==> src/rtl/tour_pkg.sv <==
// Shared constants and types for the tour command sequencer.
package tour_pkg;

    localparam logic [3:0] OP_MOVE    = 4'h2;
    localparam logic [3:0] OP_FANFARE = 4'h3;

    localparam logic [7:0] HDG_N = 8'h00;
    localparam logic [7:0] HDG_W = 8'h3F;
    localparam logic [7:0] HDG_S = 8'h7F;
    localparam logic [7:0] HDG_E = 8'hBF;

    localparam logic [7:0] RESP_ACK = 8'hA5;
    localparam logic [7:0] RESP_POS = 8'h5A;

    typedef enum logic [2:0] {
        IDLE,
        VERT,
        WAIT_V,
        HORZ,
        WAIT_H
    } state_t;

    // One-hot knight moves, named by (dx, dy): E/W is x, N/S is y.
    localparam logic [7:0] MV_E1N2 = 8'h01;
    localparam logic [7:0] MV_W1N2 = 8'h02;
    localparam logic [7:0] MV_W2N1 = 8'h04;
    localparam logic [7:0] MV_W2S1 = 8'h08;
    localparam logic [7:0] MV_W1S2 = 8'h10;
    localparam logic [7:0] MV_E1S2 = 8'h20;
    localparam logic [7:0] MV_E2S1 = 8'h40;
    localparam logic [7:0] MV_E2N1 = 8'h80;

    function automatic logic [15:0] make_cmd(input logic [3:0] op,
                                             input logic [7:0] hdg,
                                             input logic [3:0] squares);
        return {op, hdg, squares};
    endfunction

endpackage

==> src/rtl/knight_move_decode.sv <==
// Splits a one-hot knight move into a vertical and a horizontal motion command.
// Anything that is not exactly one of the eight legal moves becomes two
// zero-length legs heading north and east.
module knight_move_decode
    import tour_pkg::*;
(
    input  logic [7:0]  move,
    output logic [15:0] vert_cmd,
    output logic [15:0] horz_cmd
);

    logic [1:0] x_mag;
    logic [1:0] y_mag;
    logic       x_neg;
    logic       y_neg;

    // Magnitude and sign of each leg for the move.
    always_comb begin
        x_mag = 2'd0;
        y_mag = 2'd0;
        x_neg = 1'b0;
        y_neg = 1'b0;
        case (move)
            MV_E1N2: begin x_mag = 2'd1; y_mag = 2'd2; end
            MV_W1N2: begin x_mag = 2'd1; y_mag = 2'd2; x_neg = 1'b1; end
            MV_W2N1: begin x_mag = 2'd2; y_mag = 2'd1; x_neg = 1'b1; end
            MV_W2S1: begin x_mag = 2'd2; y_mag = 2'd1; x_neg = 1'b1; y_neg = 1'b1; end
            MV_W1S2: begin x_mag = 2'd1; y_mag = 2'd2; x_neg = 1'b1; y_neg = 1'b1; end
            MV_E1S2: begin x_mag = 2'd1; y_mag = 2'd2; y_neg = 1'b1; end
            MV_E2S1: begin x_mag = 2'd2; y_mag = 2'd1; y_neg = 1'b1; end
            MV_E2N1: begin x_mag = 2'd2; y_mag = 2'd1; end
            default: ;
        endcase
    end

    assign vert_cmd = make_cmd(OP_MOVE,    y_neg ? HDG_S : HDG_N, {2'b00, y_mag});
    assign horz_cmd = make_cmd(OP_FANFARE, x_neg ? HDG_W : HDG_E, {2'b00, x_mag});

endmodule

==> src/rtl/tour_cmd.sv <==
// Walks the solver's move list after a completed tour, issuing a vertical then
// a horizontal command per move, and shares the command processor interface
// with the UART command path while idle.
//
// state  | meaning
// IDLE   | UART commands pass straight through; waiting for start_tour
// VERT   | vertical leg of move mv_indx offered to command processor
// WAIT_V | vertical leg accepted, waiting for it to finish executing
// HORZ   | horizontal leg of move mv_indx offered to command processor
// WAIT_H | horizontal leg accepted, waiting for it to finish executing
module tour_cmd
    import tour_pkg::*;
#(
    parameter int NUM_MOVES = 24
) (
    input  logic        clk,
    input  logic        rst,
    input  logic        start_tour,
    input  logic [7:0]  move,
    output logic [4:0]  mv_indx,
    input  logic [15:0] cmd_UART,
    input  logic        cmd_rdy_UART,
    output logic        clr_cmd_rdy_UART,
    output logic [15:0] cmd,
    output logic        cmd_rdy,
    input  logic        clr_cmd_rdy,
    input  logic        send_resp,
    output logic [7:0]  resp
);

    localparam logic [4:0] LAST_INDX = 5'(NUM_MOVES - 1);

    state_t      state;
    logic [15:0] vert_cmd;
    logic [15:0] horz_cmd;
    logic        last_move;

    assign last_move = (mv_indx == LAST_INDX);

    knight_move_decode u_decode (
        .move     (move),
        .vert_cmd (vert_cmd),
        .horz_cmd (horz_cmd)
    );

    // Sequencing state and move index; the index only advances between moves.
    always_ff @(posedge clk) begin
        if (rst) begin
            state   <= IDLE;
            mv_indx <= '0;
        end else begin
            case (state)
                IDLE: begin
                    if (start_tour) begin
                        state   <= VERT;
                        mv_indx <= '0;
                    end
                end
                VERT:   if (clr_cmd_rdy) state <= WAIT_V;
                WAIT_V: if (send_resp)   state <= HORZ;
                HORZ:   if (clr_cmd_rdy) state <= WAIT_H;
                WAIT_H: begin
                    if (send_resp) begin
                        if (last_move) begin
                            state <= IDLE;
                        end else begin
                            state   <= VERT;
                            mv_indx <= mv_indx + 5'd1;
                        end
                    end
                end
                default: state <= IDLE;
            endcase
        end
    end

    // Command interface mux: UART passthrough in IDLE, tour legs otherwise.
    always_comb begin
        cmd              = cmd_UART;
        cmd_rdy          = 1'b0;
        clr_cmd_rdy_UART = 1'b0;
        resp             = RESP_POS;
        case (state)
            IDLE: begin
                cmd              = cmd_UART;
                cmd_rdy          = cmd_rdy_UART;
                clr_cmd_rdy_UART = clr_cmd_rdy;
                resp             = RESP_ACK;
            end
            VERT: begin
                cmd     = vert_cmd;
                cmd_rdy = 1'b1;
            end
            WAIT_V: cmd = vert_cmd;
            HORZ: begin
                cmd     = horz_cmd;
                cmd_rdy = 1'b1;
            end
            WAIT_H: begin
                cmd = horz_cmd;
                if (send_resp && last_move) resp = RESP_ACK;
            end
            default: ;
        endcase
    end

endmodule
==> config.mk <==
export PLATFORM = sky130hd
export DESIGN_NAME = tour_cmd
export DESIGN_NICKNAME = d
export VERILOG_FILES = /design/src/rtl/tour_pkg.sv /design/src/rtl/knight_move_decode.sv /design/src/rtl/tour_cmd.sv
export SDC_FILE = /design/constraint.sdc
export NUM_CORES = 1
export LEC_CHECK = 0
export ABC_AREA = 1
export BUFFER_PORTS_ARGS = -buffer_cell sky130_fd_sc_hd__buf_2
export CAP_MARGIN = 20
export CORE_MARGIN = 10
export CORE_UTILIZATION = 39
export CTS_BUF_LIST = sky130_fd_sc_hd__clkbuf_16
export DETAILED_ROUTE_END_ITERATION = 7
export PLACE_DENSITY = 0.77
export SETUP_SLACK_MARGIN = 0.5
export SLEW_MARGIN = 20
export SYNTH_ARGS = -nofsm -noshare
export SYNTH_HDL_FRONTEND = slang
export SYNTH_SLANG_ARGS = --single-unit
==> constraint.sdc <==
create_clock -name clk -period 1.45 [get_ports clk]
set_input_delay 0.0725 -clock clk [delete_from_list [all_inputs] [get_ports clk]]
set_output_delay 0.0725 -clock clk [all_outputs]
set_load 0.05 [all_outputs]
==> results of run 1 <==
## per-stage QoR
| stage | setup TNS (ns) | hold WS [ns] | instances | util | cell area (µm²) |
|---|---|---|---|---|---|
| global placement | 0 | 0.301 | 277 | 0.730 | 1790 |
| floorplan | -2.43 | 0.134 | 181 | - | 1400 |
| detailed placement | -0.0302 | 0.312 | 277 | 0.730 | 1790 |
| CTS | -1.78 | 0.0745 | 295 | 0.944 | 2320 |
## synth_stat cells (all sizes together) (2+ instances only)
master  instances
o21ai           4
nand3          21
inv            24
nor2           43
nor3            3
nand3b          2
dfxtp           8
nand2          59
a21oi           5
buf             8
## logic make-up after synthesis
| logic type | share of synthesized area |
|---|---|
| AND/OR/NAND/NOR | 0.609 |
| buffers and inverters | 0.162 |
| AO/OA/AOI/OAI | 0.0456 |
| flip-flops | 0.162 |
| XOR/XNOR | 0.00886 |
| adder cells (fa/ha/maj) | 0.0127 |
## repair_timing
action	4_1_cts
hold endpoints to repair	0
pin swaps	15
endpoints found under the setup margin	38
setup buffers	14
resized for setup	98
==> flow_metrics.tcl, run 1 <==
set metrics [dict create \
    start_util 0.403 \
    dieWidth_um 70.3 \
    hold_buffers 0 \
    die_h_um 70.3 \
    yosysTopAreaCell "nand2_1" \
    antenna_found_initial 0 \
    htree_levels 1 \
    repair-timing-grt-worst-ep "resp[2]" \
    portBuffers 60 \
    ys_types 25 \
    synth_edf_count 0 \
    synthTopCellsByArea "nand2_1, dfxtp_1, nor2_1" \
    ys_seq_elements 8 \
    synth_cells 181 \
    pin_count 61 \
    clock_path_buffers 2 \
    rows 18 \
    haltStage "global routing (5_1_grt)" \
    cts_buffers 3 \
    synthFlopType "dfxtp_1" \
    syn_area_um2 988 \
    cts-root-buf "clkbuf_16" \
    synth_nets 212 \
    gp_congestion 0.765 \
    postSynthAreaPerCell_um2 5.46 \
    worstEndpointType "output port" \
    outcome "did not finish" \
    grt_max_degree 11 \
    yosysSeqAreaShare 0.162 \
    async_reset_ff_frac 0 \
    synth_warnings 0 \
    synth_top_area_frac 0.201 \
    error_line "[ERROR DPL-0033] detailed placement checks failed during check placement." \
    post-dp-hpwl_mm 2.94 \
    post-place-ws_ns -0.0236 \
    clock_sinks 8 \
]
==> inputs of run 2 (changes only) <==
Settings changed: CORE_AREA from default to 10 10 71 73, CORE_MARGIN 10 to default, CORE_UTILIZATION 39 to default, CTS_BUF_LIST sky130_fd_sc_hd__clkbuf_16 to default, DIE_AREA from default to 0 0 81 83, PLACE_DENSITY 0.77 to default, PLACE_DENSITY_LB_ADDON from default to 0.15, SETUP_SLACK_MARGIN 0.5 to default.
Clock period 1.45 ns to 1.9 ns, I/O delays scaled along.
==> run 2 against run 1 <==
Net effect:
- the flow now finishes without violations
- area after synthesis stayed put
- synthesized cell count unchanged
==> flow_metrics.tcl, run 2 <==
set metrics [dict create \
    worstSetupStartpointType "flip-flop" \
    vias 1240 \
    htree_levels 1 \
    cp.required_ns 1.80 \
    nFillCells 451 \
    rows 22 \
    synth_top_area_frac 0.201 \
    path_class "reg2out" \
    diodes 0 \
    clock_path_buffers 2 \
    synthFlopType "dfxtp_1" \
    gp_congestion 0.710 \
    layout_common_cells "buf_2, nand2_1, nor2_1, nand3_1, inv_1" \
    yosysTopAreaCell "nand2_1" \
    antenna_found_initial 0 \
    grt_max_degree 12 \
    synth_cells 181 \
    wl_mm 3.11 \
    synth_edf_count 0 \
    wirelength_met1_mm 1.26 \
    vias_per_cell 4.31 \
    path_cells "nor2_1, nand2_1, nand2_2, nor2_4, inv_2, or2_1, buf_2" \
    nets 273 \
    fp.dieArea_um2 6720 \
    setup_viol_count_final 0 \
    clock_skew_ns 0.00133 \
    multiInputGateArea_um2 706 \
    finalCoreUtilization 0.386 \
    ys_seq_elements 8 \
    place_inst 284 \
    critPathLaunch "state[0]" \
    endpoint_kind "output port" \
    clk_pin_slew_ns 0.04 \
    grt_pass1_wl_mm 5.18 \
    post-dp-hpwl_mm 2.63 \
    setup_tns_ns 0 \
    tritoncts "done" \
    avgRoutedWirePerCell_um 10.8 \
    portBuffers 60 \
    drt-initial-drc-count 56 \
    grt_pass1_vias 1167 \
    rsz0062_at_grt "false" \
    instances_no_fill 288 \
    top_layer_used "met4" \
    drv_cap 0 \
    yosysSeqAreaShare 0.162 \
    clk-insertion-delay-late_ns 0.23 \
    crit_family "simple AND/OR/NAND/NOR gates" \
    syn2layout_area_growth_pct 41.8 \
    postSynthAreaPerCell_um2 5.46 \
    drc_errors 0 \
    mostFrequentLayoutCell "buf_2" \
    r2r-start "state[1]" \
    arrival_ns 1.67 \
    ys_types 25 \
    path_max_fanout 6 \
    dr.pass1.iters 4 \
    wl_met2_mm 1.41 \
    outcome "finished clean" \
    max_freq_ghz 0.566 \
    worst_pin_slew_ns 0.259 \
    overflow 0 \
    start_util 0.272 \
    relSlewSlack 0.829 \
    register_area_um2 173 \
    top_register "mv_indx" \
    synthTopCellsByArea "nand2_1, dfxtp_1, nor2_1" \
    worstHoldPathType "in2reg" \
    max_stage_delay_ns 0.42 \
    postRouteAntennaNets 0 \
    final-hold-violation-count 0 \
    post-place-ws_ns 0.322 \
    maxSlewViolCount 0 \
    design.core.area_um2 3630 \
    layout_setup_ws_ns 0.135 \
    clock_sinks 8 \
    reg.largest.list "mv_indx: 5 flops, state: 3 flops" \
    post-route-period-util 0.929 \
    hold_buffers 0 \
    min_period_ns 1.77 \
    pin_count 61 \
    track_usage 0.0914 \
    synth_nets 212 \
    path_buf_inv 2 \
    die_h_um 83 \
    min_from "rst" \
    layout-drive-gt1-share 0.408 \
    synth.most_common_cell "nand2_1" \
    synth_warnings 0 \
    met3WireLength_um 391 \
    dieWidth_um 81 \
    worst_path_max_delay_cell "dfxtp_1" \
    syn_area_um2 988 \
    cts_buffers 3 \
    largest_reg_flops 5 \
    cts-root-buf "clkbuf_8" \
    synthTopCellsByCount "nand2_1, nor2_1, inv_1, nand3_1, dfxtp_1" \
    async_reset_ff_frac 0 \
]
-- run 2: final timing paths --
check        slack (ns)  cells past startpoint          to
max                0.13                      7     cmd[13]
min                0.11                      2  mv_indx[2]
max reg2reg        0.53                      8    state[2]
min reg2reg        0.48                      2  mv_indx[4]
-- run 2: timing repair --
item,4_1_cts,5_1_grt
endpoints found under the hold margin,0,0
gates resized for setup,0,2
setup endpoints to repair,0,8
buffers inserted,0,0
-- run 2: logic make-up (layout without fill, tap and decap cells) --
kind of cell    after synthesis  count (layout)  share of synthesized area
flops                         8               8                      0.162
buf+inv                      32              90                      0.162
compound gates                9               9                     0.0456
simple gates                130             131                      0.609
fa+ha+maj                     1               1                     0.0127
xor+xnor                      1               1                    0.00886
-- run 2: layout make-up --
cell class | instances | share of cell area
well taps | 48 | 0.0429
repair buffers | 63 | 0.232
clock buffers | 3 | 0.0295
inverters | 24 | 0.0688
multi-input cells | 142 | 0.504
flip-flops and latches | 8 | 0.123
-- run 2: stage by stage --
stage	area, µm²	hold WS (ns)
after floorplan	1060	0.157
after global placement	1350	0.345
after detailed placement	1350	0.344
after CTS	1390	0.100
after global routing	1400	0.112
final	1400	0.111
-- run 2: layer usage --
layer | vias to the layer above | global-route usage
li1 | 672 | -
met1 | 519 | 0.102
met2 | 45 | 0.142
met3 | 4 | 0.0474
met4 | 0 | 0.0360
met5 | - | 0
Power of run 2 is not shown: default switching activity piles up to over one toggle a cycle in this logic, so the estimate is an artifact.
==> inputs of run 3 (changes only) <==
Settings changed: MAX_ROUTING_LAYER from default to met4.
==> run 3 against run 2 <==
Net effect:
- die area stayed put
- cell area did not move
- worst hold slack did not move
- final cell count stayed put
- critical endpoint unchanged
==> flow_metrics.tcl, run 3 (synthesized netlist as in run 2, its figures left out) <==
set metrics [dict create \
    min_period_ns 1.77 \
    wl_mm 3.11 \
    start_util 0.272 \
    track_usage 0.0938 \
    register_area_um2 173 \
    layout-drive-gt1-share 0.408 \
    worst_pin_slew_ns 0.258 \
    pin_count 61 \
    drt-initial-drc-count 54 \
    outcome "finished clean" \
    top_register "mv_indx" \
    gp_congestion 0.718 \
    relSlewSlack 0.829 \
    post-route-period-util 0.930 \
    grt_pass1_wl_mm 5.18 \
    worst_path_max_delay_cell "dfxtp_1" \
    cts_buffers 3 \
    vias 1237 \
    mostFrequentLayoutCell "buf_2" \
    die_h_um 83 \
    arrival_ns 1.67 \
    crit_family "simple AND/OR/NAND/NOR gates" \
    vias_per_cell 4.30 \
    instances_no_fill 288 \
    avgRoutedWirePerCell_um 10.8 \
    rrSetupSlack_ns 0.53 \
    max_freq_ghz 0.566 \
    grt_max_degree 12 \
    setup_viol_count_final 0 \
    dr.pass1.iters 4 \
    antenna_found_initial 0 \
    portBuffers 60 \
    nFillCells 451 \
    diodes 0 \
    nets 273 \
    maxSlewViolCount 0 \
    place_inst 284 \
    path_cells "nor2_1, nand2_1, nand2_2, nor2_4, inv_2, or2_1, buf_2" \
    drc_errors 0 \
    htree_levels 1 \
    rows 22 \
    clock_sinks 8 \
    post-dp-hpwl_mm 2.63 \
    layout_common_cells "buf_2, nand2_1, nor2_1, nand3_1, inv_1" \
    cp.required_ns 1.80 \
    path_buf_inv 2 \
    worstHoldPathType "in2reg" \
    clk_pin_slew_ns 0.04 \
    clock_path_buffers 2 \
    worstSetupStartpointType "flip-flop" \
    cts-root-buf "clkbuf_8" \
    tritoncts "done" \
    fp.dieArea_um2 6720 \
    endpoint_kind "output port" \
    max_stage_delay_ns 0.42 \
    drv_cap 0 \
    syn2layout_area_growth_pct 41.8 \
    clock_skew_ns 0.00133 \
    rsz0062_at_grt "false" \
    clk-insertion-delay-late_ns 0.23 \
    postRouteAntennaNets 0 \
    multiInputGateArea_um2 706 \
    final-hold-violation-count 0 \
    grt_pass1_vias 1170 \
    reg.largest.list "mv_indx: 5 flops, state: 3 flops" \
    path_class "reg2out" \
    largest_reg_flops 5 \
    design.core.area_um2 3630 \
    path_max_fanout 6 \
    overflow 0 \
    dieWidth_um 81 \
]
run 3: worst paths after layout:
| kind | start | endpoint | depth (start not counted) |
|---|---|---|---|
| max | state[0] | cmd[13] | 7 |
| max reg2reg | state[1] | state[2] | 8 |
| min | rst | mv_indx[2] | 2 |
| min reg2reg | mv_indx[4] | mv_indx[4] | 2 |
run 3: repair_timing:
item                                    CTS  global route
gates resized for setup                   0             2
buffers inserted                          0             0
endpoints found under the setup margin    0             8
hold buffers                              0             0
run 3: worst register-to-register path, cell delays in order (launching register included):
cell,delay (ns)
dfxtp_1,0.44
nor2_4,0.06
buf_4,0.18
nand3b_2,0.08
nand2_2,0.11
nor2_2,0.23
nand2_1,0.07
nand2_1,0.06
nor2_1,0.03
run 3: final cells by class:
class	instances	area share
clock buffer	3	0.0295
inverter	24	0.0688
multi-input combinational	142	0.504
sequential	8	0.123
tap	48	0.0429
timing repair buffer	63	0.232
run 3: layer usage:
metal  vias up  global-route usage  share of wire
met3         4              0.0313          0.087
met2        45               0.142           0.45
met5         -                   -              0
met4         0              0.0360          0.014
met1       516               0.111           0.44
li1        672                   -              -
run 3: per-stage QoR:
| stage | cell area [µm²] | hold WS [ns] | utilization | setup WS, ns | setup TNS [ns] |
|---|---|---|---|---|---|
| after floorplan | 1060 | 0.157 | - | -0.158 | -0.473 |
| after global placement | 1350 | 0.345 | 0.372 | 0.338 | 0 |
| after detailed placement | 1350 | 0.344 | 0.372 | 0.322 | 0 |
| after CTS | 1390 | 0.100 | 0.383 | 0.0670 | 0 |
| after global routing | 1400 | 0.112 | 0.386 | 0.00839 | 0 |
| final | 1400 | 0.111 | 0.386 | 0.134 | 0 |
Power of run 3 is left out for the same reason.
==> inputs of run 4 (changes only) <==
Settings changed: CORE_AREA 10 10 71 73 to 2 2 63 65, DIE_AREA 0 0 81 83 to 0 0 65 67, PLACE_DENSITY_LB_ADDON 0.15 to 0.08.
==> run 4 against run 3 <==
Net effect:
- cell area fell by 0.36%
- worst setup slack improved by 0.018 ns
- core utilization rose by 0.16 points
- register-to-register slack barely moved
- critical path depth did not move
- sequential share of layout area rose by 0.13 points
- worst hold slack got worse by 0.014 ns
- largest cell class unchanged
- flip-flop and latch count did not move
- final cell count did not move
- maximum frequency rose by 1.1%
- routed wire length fell by 16%
- clock-buffer cell count rose by 1
==> flow_metrics.tcl, run 4 (synthesized netlist as in run 2, its figures left out) <==
set metrics [dict create \
    outcome "finished clean" \
    gp_congestion 0.717 \
    htree_levels 1 \
    avgRoutedWirePerCell_um 9.08 \
    wl_mm 2.61 \
    cts_setup_buffers 0 \
    grt_max_degree 12 \
    clock_sinks 8 \
    drc_errors 0 \
    dr.pass1.iters 4 \
    worst-path-stages 7 \
    diodes 0 \
    top_register "mv_indx" \
    vias_per_cell 4.25 \
    postRouteAntennaNets 0 \
    portBuffers 60 \
    drt-initial-drc-count 32 \
    maxSlewViolCount 0 \
    tritoncts "done" \
    path_cells "nor2_1, nand2_1, nand2_2, nor2_4, inv_2, or2_1, buf_2" \
    post-route-period-util 0.920 \
    reg.largest.list "mv_indx: 5 flops, state: 3 flops" \
    layout-drive-gt1-share 0.408 \
    clock_skew_ns 0.00149 \
    worstSetupStartpointType "flip-flop" \
    track_usage 0.125 \
    max_stage_delay_ns 0.42 \
    worst_pin_slew_ns 0.255 \
    grt_pass1_wl_mm 4.33 \
    layout_common_cells "buf_2, nand2_1, nor2_1, nand3_1, inv_1" \
    grt_pass1_vias 1030 \
    path_max_fanout 8 \
    post-place-ws_ns 0.217 \
    worstHoldPathType "in2reg" \
    cts_buffers 3 \
    min_period_ns 1.75 \
    endpoint_kind "output port" \
    path_class "reg2out" \
    setup_viol_count_final 0 \
    antenna_found_initial 0 \
    fp.dieArea_um2 4360 \
    worst_path_max_delay_cell "dfxtp_2" \
    rsz0062_at_grt "false" \
    syn2layout_area_growth_pct 41.3 \
    hold_end "mv_indx[3]" \
    clk-insertion-delay-late_ns 0.23 \
    clock_path_buffers 2 \
    r2r_end "state[2]" \
    clk_pin_slew_ns 0.05 \
    overflow 0 \
    arrival_ns 1.65 \
    hold_buffers 0 \
    crit_family "simple AND/OR/NAND/NOR gates" \
    largest_reg_flops 5 \
    rrSetupSlack_ns 0.53 \
    cp.required_ns 1.80 \
    layout_setup_ws_ns 0.152 \
    design.core.area_um2 3610 \
    vias 1225 \
    start_util 0.274 \
    rows 22 \
    max_freq_ghz 0.572 \
    post-dp-hpwl_mm 2.12 \
    die_h_um 67 \
    pin_count 61 \
    drv_cap 0 \
    cts-root-buf "clkbuf_8" \
    final-hold-violation-count 0 \
    min_from "rst" \
    mostFrequentLayoutCell "buf_2" \
    path_buf_inv 2 \
    nets 272 \
    dieWidth_um 65 \
    hold_path_depth 2 \
    relSlewSlack 0.831 \
    reg2reg_depth 8 \
    r2r-start "state[1]" \
]
## run 4: cell counts in the layout (fill, tap and decap cells not counted)
No cell type changed its count.
## run 4: worst reg2reg max path: cells and delay by family (launching register included)
kind / cells / cell delay [ns]
flip-flops: 1 / 0.43
buffers and inverters: 1 / 0.18
AND/OR/NAND/NOR: 7 / 0.65
## run 4: through the flow
stage,setup TNS (ns),cell area [µm²],hold slack (ns),std cells,util
floorplan,-0.473,1060,0.157,181,-
global placement,0,1340,0.346,283,0.372
detailed placement,0,1340,0.336,283,0.372
CTS,0,1390,0.0938,287,0.385
global route,0,1400,0.101,288,0.387
finish,0,1400,0.0964,288,0.387
## run 4: final cells by class
cell class,instances,area (µm²)
Clock buffer,4,45.0
Fill cell,415,2210
Tap cell,48,60.1
Inverter,24,96.3
Timing Repair Buffer,62,315
Multi-Input combinational cell,142,706
Sequential cell,8,174
## run 4: layer usage
layer | share of wire | wire length [µm] | up-vias | global-route usage
met5 | 0 | 0 | - | -
met4 | 0.0065 | 17 | 0 | 0.0399
met3 | 0.055 | 143 | 2 | 0.0135
met2 | 0.47 | 1220 | 40 | 0.207
met1 | 0.47 | 1230 | 509 | 0.159
li1 | - | - | 674 | -
## run 4: what timing repair did
item / 4_1_cts / 5_1_grt
pin swaps: 0 / 1
cloned: 0 / 1
setup endpoints to repair: 1 / 13
gates resized for setup: 1 / 1
## run 4: how the worst max path moves through the flow
| stage | end | startpoint | slack [ns] |
|---|---|---|---|
| CTS | cmd[13] | state[0] | 0.05 |
| global route | cmd[13] | state[2] | 0.02 |
| floorplan | resp[2] | mv_indx[1] | -0.16 |
| finish | cmd[13] | state[2] | 0.15 |
| global placement | cmd[13] | state[2] | 0.25 |
| detailed placement | cmd[13] | state[2] | 0.22 |
Power of run 4 is left out for the same reason.
